## config.mk

```make
export PLATFORM = sky130hd
export DESIGN_NAME = serial_add_sub
export DESIGN_NICKNAME = d
export VERILOG_FILES = /design/src/rtl/serial_add_sub.sv
export SDC_FILE = /design/constraint.sdc
export NUM_CORES = 1
export LEC_CHECK = 0
export CORE_MARGIN = 8
export CORE_UTILIZATION = 35
export CTS_BUF_LIST = sky130_fd_sc_hd__clkbuf_16
export CTS_CLUSTER_SIZE = 20
export DETAILED_ROUTE_END_ITERATION = 8
export PLACE_DENSITY = 0.54
export SLEW_MARGIN = 20
export SYNTH_ARGS = -nofsm -noshare
export SYNTH_HDL_FRONTEND = slang
export SYNTH_SLANG_ARGS = --single-unit
```

## constraint.sdc

```tcl
create_clock -name clk -period 1.6 [get_ports clk]
set_input_delay 0.32 -clock clk [delete_from_list [all_inputs] [get_ports clk]]
set_output_delay 0.32 -clock clk [all_outputs]
set_load 0.02 [all_outputs]
```

## src/rtl/serial_add_sub.sv

```systemverilog
// serial_add_sub: multi-cycle adder/subtractor, DIGIT bits per clock,
// LSB slice first, with registered carry and start/busy/done handshake.
module serial_add_sub #(
    parameter int WIDTH = 8,
    parameter int DIGIT = 1
) (
    input  logic             clk,
    input  logic             rst,
    input  logic             start,
    input  logic             mode,
    input  logic [WIDTH-1:0] a,
    input  logic [WIDTH-1:0] b,
    input  logic             cin,
    output logic             busy,
    output logic             done,
    output logic [WIDTH-1:0] sum,
    output logic             cout,
    output logic             ovf
);

    localparam int NSLICE = WIDTH / DIGIT;
    localparam int CW     = (NSLICE > 1) ? $clog2(NSLICE) : 1;

    typedef enum logic [1:0] {
        IDLE,
        RUN,
        DONE
    } state_t;

    state_t                 state;
    logic [WIDTH-1:0]       a_sh;
    logic [WIDTH-1:0]       b_sh;
    logic [WIDTH-1:0]       r_sh;
    logic                   carry;
    logic [CW-1:0]          cnt;

    logic [DIGIT:0]         sl;
    logic [WIDTH+DIGIT-1:0] r_nxt;
    logic                   c_msb;
    logic                   last;

    // Carry into the slice's top bit recovered from its sum bit and operands;
    // for DIGIT=1 this is simply the carry register.
    always_comb begin
        sl    = {1'b0, a_sh[DIGIT-1:0]} + {1'b0, b_sh[DIGIT-1:0]}
              + {{DIGIT{1'b0}}, carry};
        c_msb = sl[DIGIT-1] ^ a_sh[DIGIT-1] ^ b_sh[DIGIT-1];
        r_nxt = {sl[DIGIT-1:0], r_sh};
        last  = (cnt == CW'(NSLICE - 1));
    end

    always_ff @(posedge clk or posedge rst) begin
        if (rst) begin
            state <= IDLE;
            a_sh  <= '0;
            b_sh  <= '0;
            r_sh  <= '0;
            carry <= 1'b0;
            cnt   <= '0;
            busy  <= 1'b0;
            done  <= 1'b0;
            sum   <= '0;
            cout  <= 1'b0;
            ovf   <= 1'b0;
        end else begin
            unique case (state)
                IDLE: begin
                    done <= 1'b0;
                    if (start) begin
                        a_sh  <= a;
                        b_sh  <= b ^ {WIDTH{mode}};
                        carry <= cin ^ mode;
                        cnt   <= '0;
                        busy  <= 1'b1;
                        state <= RUN;
                    end
                end
                RUN: begin
                    a_sh  <= a_sh >> DIGIT;
                    b_sh  <= b_sh >> DIGIT;
                    r_sh  <= r_nxt[WIDTH+DIGIT-1:DIGIT];
                    carry <= sl[DIGIT];
                    cnt   <= cnt + CW'(1);
                    if (last) begin
                        sum   <= r_nxt[WIDTH+DIGIT-1:DIGIT];
                        cout  <= sl[DIGIT];
                        ovf   <= sl[DIGIT] ^ c_msb;
                        busy  <= 1'b0;
                        done  <= 1'b1;
                        state <= DONE;
                    end
                end
                DONE: begin
                    done  <= 1'b0;
                    state <= IDLE;
                end
                default: begin
                    busy  <= 1'b0;
                    done  <= 1'b0;
                    state <= IDLE;
                end
            endcase
        end
    end

endmodule

```

After elaboration in Yosys (flattened, before gate mapping). Index checks and enable logic that the tools add are counted.

Bits in latches: 0. Bits in read-only memories: 0. Input port bits: 21. Memories kept: 0. Output and inout port bits: 12. Register bits: 42. RAM bits: 0.

Bitwise logic cells: 6. Magnitude comparators: 0. Div/mod/pow operators: 0. Multiply operators: 0. Reduce and logical (&&, ||, !) cells: 6. Muxes and demuxes: 16. Shift-type cells: 0. Equal/unequal tests: 5. $add $sub $neg: 3.

Operators by type and width (number): $pmux 8 s2 (2); $mux 8 (2); $xor 8x8->8 (1); $pmux 3 s2 (1); $reduce_and 2->1 (3); $mux 1 (5); $mux 2 (2); $ne 2x2->1 const B (2); $pmux 2 s2 (1); $xor 1x1->1 (4); $add 3x1->3 const B (1); $eq 3x3->1 const B (1); $mux 3 (1); $pmux 1 s3 (1); $reduce_and 3->1 (1); $add 1x1->2 (1); $add 2x1->2 (1); $eq 2x1->1 const B (1); $eq 2x2->1 const B (1); $logic_not 2->1 (1); $pmux 1 s2 (1); $reduce_bool 2->1 (1); $not 1->1 (1).

Logic depth before layout (Yosys ltp). Gate-level depths: netlist of run 1.

Depth after elaboration: 5. Gate-level depth with buffers: 6. Depth with buffers taken out: 5.

Least setup slack after synthesis of run 1. Ideal clock, no wire load.

Path type: reg2reg. Start point: register cnt[0]. End point: register cout. Required time: 1.475 ns. Clock period less this slack: 1.450 ns. Arrival: 1.325 ns. Library setup time: 0.125 ns. Buffers on the path: 1. Cell stages (with the launch flop): 6. Setup slack: 0.150 ns. Path through: dfrtp_1 ha_1 ha_1 nand3b_2 buf_6 mux2_4.

Longest elaborated chain between the ends: 2.

Ends and longest elaborated chain: from (decl) (line 35) `logic [CW-1:0] cnt;`; from (signal assigned) (line 83) `cnt <= cnt + CW'(1);`; $eq 3x3->1 (line 49) `last = (cnt == CW'(NSLICE - 1));`; $reduce_and 2->1 (no source line); to (signal assigned) (line 86) `cout <= sl[DIGIT];`; to (decl) (line 17) `output logic cout,`.

No other way between the ends. A chain may end at the register's enable or synchronous reset.

Worst setup path after layout of run 1.
Start point: register sum[6]. End point: output sum[6].

RTL lines: from (decl) (line 16) `output logic [WIDTH-1:0] sum,`; from (signal assigned) (line 85) `sum <= r_nxt[WIDTH+DIGIT-1:DIGIT];`.

No word-level cell between the ends.

==> results of run 1 <==
## final cells by class
cell class | instances | area, µm²
fill | 503 | 2690
multi-input combinational | 98 | 756
inverter | 4 | 15.0
timing repair buffer | 44 | 437
sequential | 41 | 1030
clock buffer | 5 | 125
tap | 70 | 87.6
clock inverter | 1 | 5.00
## how the worst max path moves through the flow
stage / to / slack (ps) / cells after the start
floorplan: cout / 150 / 5
global placement: b_sh[0] / 70 / 5
detailed placement: b_sh[2] / 30 / 5
CTS: sum[7] / 20 / 1
global route: sum[6] / 3 / 1
finish: sum[6] / 50 / 1
## cells in the final DEF (no fill, tap or decap), types with 5 or more instances in the layout
cell type / n
buf_4: 10
clkdlybuf4s50_1: 30
clkbuf_16: 5
o21ai_0: 8
o21ai_1: 8
and3b_1: 5
dfrtp_1: 41
a21oi_1: 7
xor2_1: 9
mux2_4: 7
nand2_1: 16
a22oi_1: 10
mux2_2: 10
## cells by family after synthesis
group / count (synthesis)
adder cells (fa/ha/maj): 3
XOR/XNOR: 12
flip-flops: 41
AO/OA/AOI/OAI: 40
multiplexers: 17
AND/OR/NAND/NOR: 26
buffers and inverters: 14
## routing by layer
| layer | global-route usage, % | wire [µm] | share of wire (%) | up-vias |
|---|---|---|---|---|
| li1 | - | - | - | 607 |
| met1 | 11.7 | 1640 | 47 | 603 |
| met2 | 15.9 | 1570 | 45 | 35 |
| met3 | 3.58 | 225 | 6.4 | 7 |
| met4 | 4.08 | 70 | 2.0 | 0 |
| met5 | 0 | 0 | 0 | - |
## what timing repair did
item,CTS,global route
buffers inserted,0,0
hold buffers,0,0
gates resized for setup,1,2
endpoints found under the setup margin,1,2
## sequential cells by signal (all words and copies together) (netlist names)
name   cells
a_sh       8
b_sh       8
sum        8
r_sh       7
cnt        3
state      2
busy       1
carry      1
cout       1
done       1
ovf        1
## through the flow
| step | worst slack, ps | hold slack, ps | total power [µW] | instances | instance area, µm² |
|---|---|---|---|---|---|
| global route | 2.94 | 453 | 4810 | 263 | 2450 |
| global placement | 70.5 | 464 | 3570 | 257 | 2320 |
| CTS | 21.2 | 412 | 4550 | 263 | 2450 |
| floorplan | 150 | 449 | 3030 | 153 | 1870 |
| detailed placement | 31.5 | 471 | 3630 | 257 | 2320 |
| finish | 49.1 | 402 | 4470 | 263 | 2450 |
## worst reg2reg max path: cells and delay by family (launching register included)
family                   cells  cell delay [ps]
XOR/XNOR                     2              290
adder cells (fa/ha/maj)      1              610
AO/OA/AOI/OAI                1               90
flip-flops                   1              400
## power groups by stage
stage,Combinational (µW),Clock [µW],Sequential (µW)
after floorplan,1150,0,1880
after global placement,1820,0,1750
after detailed placement,1860,0,1770
after CTS,1860,942,1750
after global routing,2020,977,1810
final,1820,906,1740
==> impl_metrics.toml, run 1 <==
[clock_network]
cts_tree = "done"
cts_sinks = 41
clk_pin_slew_ps = 50
root_buffer = "clkbuf_16"
cts_max_level = 2
numCtsBuffers = 5
clock_path_buffers = 2
clock_latency_ps = 280

[sta]
fin_crit_sh_pct = 96.9
worst_slew_pin_slew_ps = 419
fin_tns_setup_ps = 0
rsz0062_at_grt = "no"
maxSlewHeadroom_pct = 72.1
hold_viol_final = 0
skew_ps = 4.36
setup_violations = 0
fmax_mhz = 645
drv_slew = 0
min_period_ps = 1550

[power_and_ir_drop]
ir_worst_vdd_uv = 668
p_leak_uw = 0.00113
p_per_area_mw_per_mm2 = 1820
seqPwrFrac_pct = 38.9
p_clk_share_pct = 20.3
p_comb_share_pct = 40.8
p_int_uw = 3050
switchingPower_uw = 1420
switching_share_pct = 31.8

[detailed_routing]
routed_via_density = 4.76
via_count = 1252
dr.pass1.iters = 4
drc = 0
drtAntennaViolNets = 0
wl_per_cell_um = 13.3
drt_iter0_markers = 36
drt_wl_total_um = 3510

[critical_path]
reg2reg_to = "ovf"
end_kind = "primary output"
startpoint_type = "register"
r2r_slack_ps = 100
worst_r2r_path_depth = 4
crit_start = "sum[6]"
max_stage_delay_ps = 610
required_ps = 1280
slowest_stage = "clkdlybuf4s50_1"
path_class = "register to primary output"
cp_max_fo = 2
crit_family = "buffers and inverters"
worstPathCellList = "clkdlybuf4s50_1"
critical_path_buf_inv_count = 1
crit_arrival_ps = 1230
r2r_start = "a_sh[0]"

[placed_design]
portBuffers = 32
hpwlAfterDp_um = 2550
place.gp.congestion = 0.759

[logic_synthesis]
yosys.area.top_type_share_pct = 54.9
synth.area.top_cells = "dfrtp_1 (55%), mux2_2 (6.0%), mux2_4 (5.6%), xor2_1 (4.2%), a22oi_1 (4.0%)"
yosysUniqueCellTypes = 27
synth-adder-area-share_pct = 2.41
synth_mux_area_share_pct = 11.6
yosysWarnings = 0
yosysSeqAreaShare_pct = 54.9
ys_ff_latch = 41
synth_xor_area_share_pct = 5.62
synth_most_common_cell = "dfrtp_1"
yosys_most_used_dff = "dfrtp_1"
syn-num-nets = 177
synth_top_family_by_area = "compound AO/OA/AOI/OAI gates"
synth-edff-count = 0
syn_inst = 153
synth_compound_area_share_pct = 13.2
netlist_area_mm2 = 0.00187
yosys-top-cells-count = "dfrtp_1 (41), nand2_1 (16), a22oi_1 (10), mux2_2 (10), xor2_1 (9)"
synth_async_sr_flop_share_pct = 100
syn_avg_cell_area_um2 = 12.2
synth_top_cell_by_area = "dfrtp_1"
synthSimpleGateAreaFrac_pct = 7.43

[floorplanning]
initial_core_util_pct = 36.4
rows = 26
io_pins = 33
die_x_um = 89.1
design.die.area_mm2 = 0.00794
core-area_mm2 = 0.00514
fp.dieH_um = 89.1

[grt]
gr-usage-all-layers_pct = 9.91
grt_pass1_wl_um = 6150
overflow = 0
antenna_found_initial = 0
grt_pass1_vias = 1349
grt_max_degree = 42

[run_status]
status = "finished clean"

[final_layout]
antenna-diode-count = 0
drive_gt1_share_pct = 19.2
fin_nets = 218
syn2layout_area_growth_pct = 31.1
post-route-util_pct = 47.7

[run]
drv_cap = 0

[min_path]
hp-class = "input pin to asynchronous set/reset pin"
Note: power is estimated with default switching activity, not from simulation.
==> inputs of run 2 (changes only) <==
--- a/config.mk
+++ b/config.mk
@@ -10,6 +10,7 @@
 export CTS_BUF_LIST = sky130_fd_sc_hd__clkbuf_16
 export CTS_CLUSTER_SIZE = 20
 export DETAILED_ROUTE_END_ITERATION = 8
+export MAX_ROUTING_LAYER = met4
 export PLACE_DENSITY = 0.54
 export SLEW_MARGIN = 20
 export SYNTH_ARGS = -nofsm -noshare
==> run 2 against run 1 <==
  * Clock skew barely moved
  * Critical path depth did not move
  * Sequential share of layout area did not move
  * Die area did not move
  * Critical path type unchanged
  * Largest cell class unchanged
  * Sequential power barely moved
  * Count of clock-buffer cells in the layout did not move
  * Routed wire length rose by 0.11%
  * Combinational power barely moved
  * Clock power barely moved
  * Utilization did not move
  * Non-clock buffer count did not move
  * Worst hold slack barely moved
==> impl_metrics.toml, run 2 (synthesis gave the netlist of run 1 again) <==
[run_status]
status = "finished clean"

[sta]
setup_violations = 0
drv_slew = 0
hold_viol_final = 0
rsz0062_at_grt = "no"
min_period_ps = 1550
worst_slew_pin_slew_ps = 418
skew_ps = 3.95
fmax_mhz = 645
maxSlewHeadroom_pct = 72.1
fin_crit_sh_pct = 96.9
fin_tns_setup_ps = 0

[detailed_routing]
drtAntennaViolNets = 0
via_count = 1251
dr.pass1.iters = 4
routed_via_density = 4.76
drc = 0
drt_iter0_markers = 36
drt_wl_total_um = 3510
wl_per_cell_um = 13.4

[floorplanning]
core-area_mm2 = 0.00514
initial_core_util_pct = 36.4
die_x_um = 89.1
io_pins = 33
rows = 26
fp.dieH_um = 89.1
design.die.area_mm2 = 0.00794

[grt]
gr-usage-all-layers_pct = 10.2
grt_pass1_vias = 1351
overflow = 0
grt_max_degree = 42
antenna_found_initial = 0
grt_pass1_wl_um = 6140

[clock_network]
hold_buffers = 0
clock_latency_ps = 280
cts_sinks = 41
root_buffer = "clkbuf_16"
postCtsSetupBuffers = 0
clock_path_buffers = 2
clk_pin_slew_ps = 50
numCtsBuffers = 5
cts_max_level = 2
cts_tree = "done"

[final_layout]
fin_nets = 218
syn2layout_area_growth_pct = 31.1
drive_gt1_share_pct = 19.2
mostFrequentLayoutCell = "dfrtp_1"
top_regs = "a_sh x8, b_sh x8, sum x8"
layout_common_cells = "dfrtp_1 (41), clkdlybuf4s50_1 (30), nand2_1 (16)"
antenna-diode-count = 0

[min_path]
hp-class = "input pin to asynchronous set/reset pin"

[critical_path]
max_stage_delay_ps = 610
slowest_stage = "clkdlybuf4s50_1"
worst_r2r_path_depth = 4
path_class = "register to primary output"
end_kind = "primary output"
critical_path_depth = 1
crit_arrival_ps = 1230
startpoint_type = "register"
worstPathCellList = "clkdlybuf4s50_1"
cp_max_fo = 2
required_ps = 1280
critical_path_buf_inv_count = 1
crit_family = "buffers and inverters"

[power_and_ir_drop]
p_total_uw = 4470
p_leak_uw = 0.00113
ir_worst_vdd_uv = 667
p_per_area_mw_per_mm2 = 1820

[placed_design]
place.gp.congestion = 0.769
hpwlAfterDp_um = 2550
portBuffers = 32

[run]
drv_cap = 0
-- run 2: timing repair --
item                       4_1_cts  5_1_grt
hold endpoints to repair         0        0
gates resized for setup          1        2
setup endpoints to repair        1        2
pin swaps                        0        0
-- run 2: layout make-up --
class | count | area, µm²
Clock buffer | 5 | 125
Timing Repair Buffer | 44 | 437
Tap cell | 70 | 87.6
Fill cell | 503 | 2690
Sequential cell | 41 | 1030
Clock inverter | 1 | 5.00
Multi-Input combinational cell | 98 | 756
Inverter | 4 | 15.0
-- run 2: worst paths after layout --
| path | from | end | slack (ps) |
|---|---|---|---|
| setup / recovery | sum[6] | sum[6] | 50 |
| hold / removal | rst | sum[0] | 400 |
| setup reg to reg | a_sh[0] | ovf | 100 |
| hold reg to reg | a_sh[1] | a_sh[1] | 480 |
| max in group asynchronous | rst | sum[3] | 1000 |
| min in group clk | a_sh[1] | a_sh[1] | 480 |
-- run 2: report_power, final --
group	switching (µW)	total (µW)	leakage, µW	internal (µW)
clock network	349	905	0.0000655	556
registers	256	1740	0.000516	1480
logic	815	1830	0.000546	1010
total	1420	4470	0.00113	3050
-- run 2: metrics by stage --
stage	std cells	hold WS [ps]	setup WS, ps	area (µm²)	utilization, %
detailed placement	257	471	31.5	2320	45.1
global placement	257	464	70.5	2320	45.1
finish	263	402	49.2	2450	47.7
global route	263	453	2.95	2450	47.7
floorplan	153	449	150	1870	-
CTS	263	412	21.2	2450	47.6
-- run 2: metal layers --
| layer | track usage, % | wire (µm) | share of wire, % |
|---|---|---|---|
| met1 | 11.9 | 1690 | 48 |
| met2 | 15.9 | 1560 | 44 |
| met3 | 3.22 | 187 | 5.3 |
| met4 | 4.08 | 70 | 2.0 |
| met5 | - | 0 | 0 |
